<file path="config.mk">
export PLATFORM = sky130hd
export DESIGN_NAME = mem_port_arbiter
export DESIGN_NICKNAME = d
export VERILOG_FILES = /design/src/rtl/mem_port_arbiter.sv
export SDC_FILE = /design/constraint.sdc
export NUM_CORES = 1
export LEC_CHECK = 0
export BUFFER_PORTS_ARGS = -buffer_cell sky130_fd_sc_hd__clkbuf_2
export CAP_MARGIN = 20
export CORE_MARGIN = 2
export CORE_UTILIZATION = 49
export DETAILED_ROUTE_END_ITERATION = 8
export PLACE_DENSITY = 0.86
export SYNTH_ARGS = -nofsm -noshare
export SYNTH_HDL_FRONTEND = slang
export SYNTH_SLANG_ARGS = --single-unit
</file>
<file path="constraint.sdc">
create_clock -name clk -period 4 [get_ports clk]
set_input_delay 0.2 -clock clk [delete_from_list [all_inputs] [get_ports clk]]
set_output_delay 0.2 -clock clk [all_outputs]
set_load 0.005 [all_outputs]
</file>
<file path="src/rtl/mem_port_arbiter.sv">
// Shares one fixed-latency single-port memory between instruction fetch and data access.
// Data has priority; a last-grant bit alternates grants when both sides keep requesting.
//
//  state  | meaning
//  IDLE   | no access in flight; arbitrate and latch the winner's address/data
//  BUSY_I | fetch access on the memory bus, counter runs down to the last cycle
//  BUSY_D | data access on the memory bus, counter runs down to the last cycle
module mem_port_arbiter #(
   parameter int ADDR_WIDTH  = 32,
   parameter int DATA_WIDTH  = 32,
   parameter int MEM_LATENCY = 2
) (
   input  logic                  clk,
   input  logic                  rst,
   input  logic                  if_req_i,
   input  logic [ADDR_WIDTH-1:0] if_addr_i,
   output logic [DATA_WIDTH-1:0] if_rdata_o,
   output logic                  if_ack_o,
   output logic                  if_stall_o,
   input  logic                  dm_ren_i,
   input  logic                  dm_wen_i,
   input  logic [ADDR_WIDTH-1:0] dm_addr_i,
   input  logic [DATA_WIDTH-1:0] dm_wdata_i,
   output logic [DATA_WIDTH-1:0] dm_rdata_o,
   output logic                  dm_ack_o,
   output logic                  dm_stall_o,
   output logic                  mem_cs_o,
   output logic                  mem_we_o,
   output logic [ADDR_WIDTH-3:0] mem_addr_o,
   output logic [DATA_WIDTH-1:0] mem_din_o,
   input  logic [DATA_WIDTH-1:0] mem_dout_i
);

   localparam logic [1:0] S_IDLE   = 2'd0;
   localparam logic [1:0] S_BUSY_I = 2'd1;
   localparam logic [1:0] S_BUSY_D = 2'd2;

   localparam int CNT_W = (MEM_LATENCY > 1) ? $clog2(MEM_LATENCY) : 1;
   localparam logic [CNT_W-1:0] CNT_INIT = CNT_W'(MEM_LATENCY - 1);

   logic [1:0]            state_q, state_d;
   logic [CNT_W-1:0]      cnt_q, cnt_d;
   logic                  last_dm_q, last_dm_d;
   logic                  if_ack_q, if_ack_d;
   logic                  dm_ack_q, dm_ack_d;
   logic [DATA_WIDTH-1:0] if_rdata_q, if_rdata_d;
   logic [DATA_WIDTH-1:0] dm_rdata_q, dm_rdata_d;
   logic                  mem_cs_q, mem_cs_d;
   logic                  mem_we_q, mem_we_d;
   logic [ADDR_WIDTH-3:0] mem_addr_q, mem_addr_d;
   logic [DATA_WIDTH-1:0] mem_din_q, mem_din_d;

   logic dm_pend;
   logic pick_dm;
   logic pick_if;
   logic unused_addr_bits;

   assign unused_addr_bits = ^{if_addr_i[1:0], dm_addr_i[1:0]};

   assign dm_pend = dm_ren_i | dm_wen_i;
   // Data wins unless it won last time and fetch is also waiting.
   assign pick_dm = dm_pend & (~if_req_i | ~last_dm_q);
   assign pick_if = if_req_i & ~pick_dm;

   always_comb begin
      state_d    = state_q;
      cnt_d      = cnt_q;
      last_dm_d  = last_dm_q;
      if_ack_d   = 1'b0;
      dm_ack_d   = 1'b0;
      if_rdata_d = if_rdata_q;
      dm_rdata_d = dm_rdata_q;
      mem_cs_d   = mem_cs_q;
      mem_we_d   = mem_we_q;
      mem_addr_d = mem_addr_q;
      mem_din_d  = mem_din_q;
      case (state_q)
         S_IDLE: begin
            if (pick_dm) begin
               state_d    = S_BUSY_D;
               cnt_d      = CNT_INIT;
               last_dm_d  = 1'b1;
               mem_cs_d   = 1'b1;
               mem_we_d   = dm_wen_i;
               mem_addr_d = dm_addr_i[ADDR_WIDTH-1:2];
               mem_din_d  = dm_wdata_i;
            end else if (pick_if) begin
               state_d    = S_BUSY_I;
               cnt_d      = CNT_INIT;
               last_dm_d  = 1'b0;
               mem_cs_d   = 1'b1;
               mem_we_d   = 1'b0;
               mem_addr_d = if_addr_i[ADDR_WIDTH-1:2];
            end
         end
         S_BUSY_I, S_BUSY_D: begin
            if (cnt_q == '0) begin
               state_d  = S_IDLE;
               mem_cs_d = 1'b0;
               mem_we_d = 1'b0;
               if (state_q == S_BUSY_I) begin
                  if_rdata_d = mem_dout_i;
                  if_ack_d   = 1'b1;
               end else begin
                  if (!mem_we_q) dm_rdata_d = mem_dout_i;
                  dm_ack_d = 1'b1;
               end
            end else begin
               cnt_d = cnt_q - 1'b1;
            end
         end
         default: begin
            state_d  = S_IDLE;
            mem_cs_d = 1'b0;
            mem_we_d = 1'b0;
         end
      endcase
   end

   always_ff @(posedge clk) begin
      if (rst) begin
         state_q    <= S_IDLE;
         cnt_q      <= '0;
         last_dm_q  <= 1'b0;
         if_ack_q   <= 1'b0;
         dm_ack_q   <= 1'b0;
         if_rdata_q <= '0;
         dm_rdata_q <= '0;
         mem_cs_q   <= 1'b0;
         mem_we_q   <= 1'b0;
         mem_addr_q <= '0;
         mem_din_q  <= '0;
      end else begin
         state_q    <= state_d;
         cnt_q      <= cnt_d;
         last_dm_q  <= last_dm_d;
         if_ack_q   <= if_ack_d;
         dm_ack_q   <= dm_ack_d;
         if_rdata_q <= if_rdata_d;
         dm_rdata_q <= dm_rdata_d;
         mem_cs_q   <= mem_cs_d;
         mem_we_q   <= mem_we_d;
         mem_addr_q <= mem_addr_d;
         mem_din_q  <= mem_din_d;
      end
   end

   assign if_rdata_o = if_rdata_q;
   assign if_ack_o   = if_ack_q;
   assign dm_rdata_o = dm_rdata_q;
   assign dm_ack_o   = dm_ack_q;
   assign mem_cs_o   = mem_cs_q;
   assign mem_we_o   = mem_we_q;
   assign mem_addr_o = mem_addr_q;
   assign mem_din_o  = mem_din_q;
   assign if_stall_o = if_req_i & ~if_ack_q;
   assign dm_stall_o = dm_pend & ~dm_ack_q;

endmodule

</file>
==> results of run 1 <==
## final timing paths
path	start	endpoint	slack (ns)	depth (start not counted)
setup / recovery	state_q[1]	mem_addr_o[8]	1.11	7
hold / removal	dm_wen_i	mem_we_o	0.13	3
setup reg to reg	state_q[1]	mem_addr_o[8]	1.11	7
hold reg to reg	if_rdata_o[3]	if_rdata_o[3]	0.45	2
## critical path: cells and delay by family, from the launching register on
kind            cells  cell delay, ns
fa+ha+maj           1            0.71
buf+inv             3            0.95
compound gates      2            0.73
flops               1            0.33
simple gates        1            0.09
## through the flow
stage / hold slack (ns) / utilization / instance area, um^2
after floorplan: 0.336 / - / 5140
final: 0.128 / 0.814 / 8330
after detailed placement: 0.441 / 0.626 / 6400
after global routing: 0.152 / 0.814 / 8330
after CTS: 0.0917 / 0.809 / 8280
after global placement: 0.439 / 0.626 / 6400
## registers in the layout (all words and copies together), names as in the netlist, 2 cells and up
register	flops
dm_rdata_o	32
if_rdata_o	32
state_q	2
mem_addr_o	30
mem_din_o	32
## cell usage after synthesis, drive strengths merged, types with 2 or more instances
cell type    n  area share
clkbuf      26       0.019
nor2b        2      0.0024
a31oi        2      0.0024
nor3         2      0.0019
a311oi      30       0.051
or3          2      0.0024
a21oi      100       0.097
ha           2      0.0049
nand4        2      0.0024
nand3       35       0.034
dfxtp      134        0.52
inv          3      0.0022
o21ai       35       0.034
nor2        33       0.024
buf         32       0.037
nor4b        2      0.0046
nand2b       3      0.0037
nand2      191        0.14
## per-layer routing
| layer | routed length, um | track usage | up-vias |
|---|---|---|---|
| li1 | - | - | 2892 |
| met1 | 7140 | 0.372 | 2867 |
| met2 | 9690 | 0.576 | 385 |
| met3 | 1640 | 0.111 | 99 |
| met4 | 1140 | 0.209 | 0 |
| met5 | 0 | 0 | - |
## power breakdown
group          switching [mW]  internal, mW  total [mW]  leakage [nW]
clock network           0.586          1.11        1.69         0.311
logic                   0.591         0.485        1.08          2.38
registers               0.106          1.51        1.62          1.10
## final cells by class
type                       instances  area share
sequential                       134       0.322
tap                              136      0.0204
timing repair buffer             393       0.317
clock buffer                      19      0.0530
multi-input combinational        447       0.262
inverter                           3     0.00135
antenna                            1    0.000300
clock inverter                    11      0.0237
## logic make-up (layout without fill, tap and decap cells)
group | Yosys count | count (layout) | share of synthesized area
AND/OR/NAND/NOR | 274 | 274 | 0.218
AO/OA/AOI/OAI | 171 | 171 | 0.196
other | 0 | 1 | 0
flip-flops | 134 | 134 | 0.522
buffers and inverters | 61 | 426 | 0.0582
adder cells (fa/ha/maj) | 2 | 2 | 0.00487
==> flow_metrics.tcl, run 1 <==
set metrics [dict create \
    status "finished, final reports clean" \
    htreeDepth 4 \
    seqCellArea_um2 2680 \
    drv_slew 0 \
    clk_latency_ns 0.50 \
    die_h_um 106 \
    yosys_most_used_dff "dfxtp_1" \
    slowest_stage "ha_1" \
    ioPinCount 265 \
    synthCells 642 \
    fillers 601 \
    layout_commonest_cell "clkbuf_2" \
    postCtsSetupBuffers 0 \
    dr.pass1.iters 6 \
    crit_chain "inv_1, ha_1, o31a_2, buf_12, nor2_1, a311oi_1, dlygate4sd3_1" \
    io_buffers 260 \
    numClockSinks 134 \
    cts.repair.resized 0 \
    async_flop_share 0 \
    track_usage 0.342 \
    finalSetupViolCount 0 \
    syn_area_per_cell_um2 8.00 \
    multi_input_area_um2 2180 \
    peakVddDrop_uv 351 \
    post-place-ws_ns 1.43 \
    syn_to_final_growth_pct 62.1 \
    syn_nets 777 \
    grt_start_max_net_pins 99 \
    initial_utilization 0.502 \
    dp_hpwl_mm 10.0 \
    tightest_slew_ns 1.06 \
    grt_antenna_before_repair 1 \
    slew_headroom 0.295 \
    cp-start-kind "flop" \
    cts_tree "yes" \
    wl_per_cell_um 17.1 \
    grt_pass1_wl_mm 30.7 \
    fmax_mhz 346 \
    instances_no_fill 1144 \
    yosys_warnings 0 \
    tns_ns 0 \
    period_minus_slack_ns 2.89 \
    dp.cells 987 \
    crit_fanout 55 \
    synth_area_um2 5140 \
    drt-total-wl_mm 19.6 \
    fp.coreArea_um2 10200 \
    skew_ns 0.0107 \
    cts_buffers 17 \
    total_power_mw 4.39 \
    power_density_nw_per_um2 527 \
    path_clk_slew_ns 0.06 \
    maxCapViolations 0 \
    drive_gt1_frac 0.302 \
    place.gp.congestion 0.782 \
    die_area_um2 11300 \
    rows 37 \
    layout_setup_ws_ns 1.11 \
    synth-edff-count 0 \
    seq_area_frac_synth 0.522 \
    route.detailed.drc 0 \
    vias 6243 \
    drtAntennaViolNets 0 \
    grt_pass1_vias 6122 \
    drt_iter0_markers 534 \
    critPathArrivalTime_ns 3.34 \
    p_leak_nw 3.79 \
    dieWidth_um 106 \
    path_class "reg -> reg" \
    cts_buffer_depth 2 \
    rsz0062_at_grt "false" \
    cts_hold_buf 124 \
    hold_violations 0 \
    endpoint_kind "flop" \
    hp-class "in -> reg" \
    layout_common_cells "259 x clkbuf_2, 191 x nand2_1, 134 x dfxtp_1" \
    cp_slowest_stage_delay_ns 0.71 \
    avgViaCountPerCell 5.46 \
    overflow 0 \
    required_ns 4.45 \
    cts_root_buffer "clkbuf_8" \
    post-route-period-util 0.723 \
    synth_cell_type_count 28 \
    nets 1131 \
    ys_ff_latch 134 \
]
Note: power is estimated with default switching activity, not from simulation.
==> inputs of run 2 (changes only) <==
CORE_UTILIZATION = 45   (was 49)
PLACE_DENSITY = 0.8   (was 0.86)
clock period = 3 ns   (was 4 ns; I/O delays follow)
==> flow_metrics.tcl, run 2 (synthesis gave the netlist of run 1 again) <==
set metrics [dict create \
    status "finished, final reports clean" \
    cts_buffer_depth 2 \
    ioPinCount 265 \
    track_usage 0.300 \
    path_class "reg -> reg" \
    hold_violations 0 \
    dieWidth_um 111 \
    rows 39 \
    endpoint_kind "flop" \
    power_density_nw_per_um2 686 \
    fmax_mhz 358 \
    rsz0062_at_grt "false" \
    period_minus_slack_ns 2.79 \
    drt-total-wl_mm 18.6 \
    cts_buffers 17 \
    overflow 0 \
    nets 1131 \
    p_leak_nw 3.76 \
    drive_gt1_frac 0.299 \
    r2r_setup_slack_ns 0.21 \
    layout_commonest_cell "clkbuf_2" \
    whs_ns 0.0201 \
    dp_hpwl_mm 10.1 \
    dp.cells 998 \
    crit_fanout 60 \
    finalInstanceArea_um2 8290 \
    finalSetupViolCount 0 \
    route.detailed.drc 0 \
    clk_latency_ns 0.42 \
    grt_antenna_before_repair 0 \
    die_area_um2 12300 \
    post-route-period-util 0.931 \
    grt_pass1_wl_mm 29.9 \
    initial_utilization 0.456 \
    placed_area_um2 6460 \
    io_buffers 260 \
    grt_pass1_vias 6060 \
    layout_setup_ws_ns 0.206 \
    slew_headroom 0.382 \
    fin_util 0.735 \
    drt_iter0_markers 486 \
    htreeDepth 4 \
    drv_slew 0 \
    required_ns 3.36 \
    instances_no_fill 1149 \
    critPathArrivalTime_ns 3.15 \
    post-place-ws_ns 0.777 \
    tightest_slew_ns 0.926 \
    skew_ns 0.0144 \
    layout_common_cells "259 x clkbuf_2, 191 x nand2_1, 134 x dfxtp_1" \
    cts_root_buffer "clkbuf_16" \
    dr.pass1.iters 5 \
    maxCapViolations 0 \
    syn_to_final_growth_pct 61.2 \
    wl_per_cell_um 16.2 \
    hp-class "in -> reg" \
    total_power_mw 5.68 \
    vias 6131 \
    place.gp.congestion 0.832 \
    postCtsSetupBuffers 0 \
    avgViaCountPerCell 5.34 \
    cts_tree "yes" \
    path_clk_slew_ns 0.06 \
    cp-start-kind "flop" \
    grt_start_max_net_pins 76 \
    diodes 0 \
    drtAntennaViolNets 0 \
    peakVddDrop_uv 570 \
    numClockSinks 134 \
    tns_ns 0 \
    die_h_um 111 \
    fp.coreArea_um2 11300 \
]
[run 2: cell type report]
class                           count  area [um^2]
Fill cell                         769         2990
Sequential cell                   134         2680
Timing Repair Buffer              393         2630
Multi-Input combinational cell    447         2180
Clock buffer                       26          509
Tap cell                          143          179
Clock inverter                      3         90.1
Inverter                            3         11.3
[run 2: routing by layer]
layer / up-vias / GRT usage / part of all wire
met2: 277 / 0.502 / 0.50
met1: 2880 / 0.338 / 0.39
met3: 86 / 0.0820 / 0.062
li1: 2888 / - / -
met4: 0 / 0.191 / 0.055
met5: - / 0 / 0
[run 2: worst max-delay path, stage by stage, from the launching register on]
cell           delay [ns]
dfxtp_1              0.32
inv_1                0.07
ha_1                 0.54
o31a_2               0.26
buf_4                0.50
nor2_1               0.13
a311oi_1             0.30
dlygate4sd3_1        0.60
[run 2: report_power, final]
group	switching, mW	total (mW)	leakage, nW	internal, mW
Clock	0.736	2.14	0.293	1.40
Combinational	0.761	1.39	2.37	0.626
Sequential	0.135	2.15	1.10	2.02
[run 2: path summary, 6_finish.rpt]
check,start,depth (start not counted),endpoint
max,state_q[1],7,mem_addr_o[28]
max reg2reg,state_q[1],7,mem_addr_o[28]
min reg2reg,dm_rdata_o[22],2,dm_rdata_o[22]
min,dm_addr_i[16],3,mem_addr_o[14]
[run 2: repair_timing]
action | in CTS | in global routing
gates resized for setup | 0 | 0
hold buffers | 122 | 0
hold endpoints to repair | 125 | 0
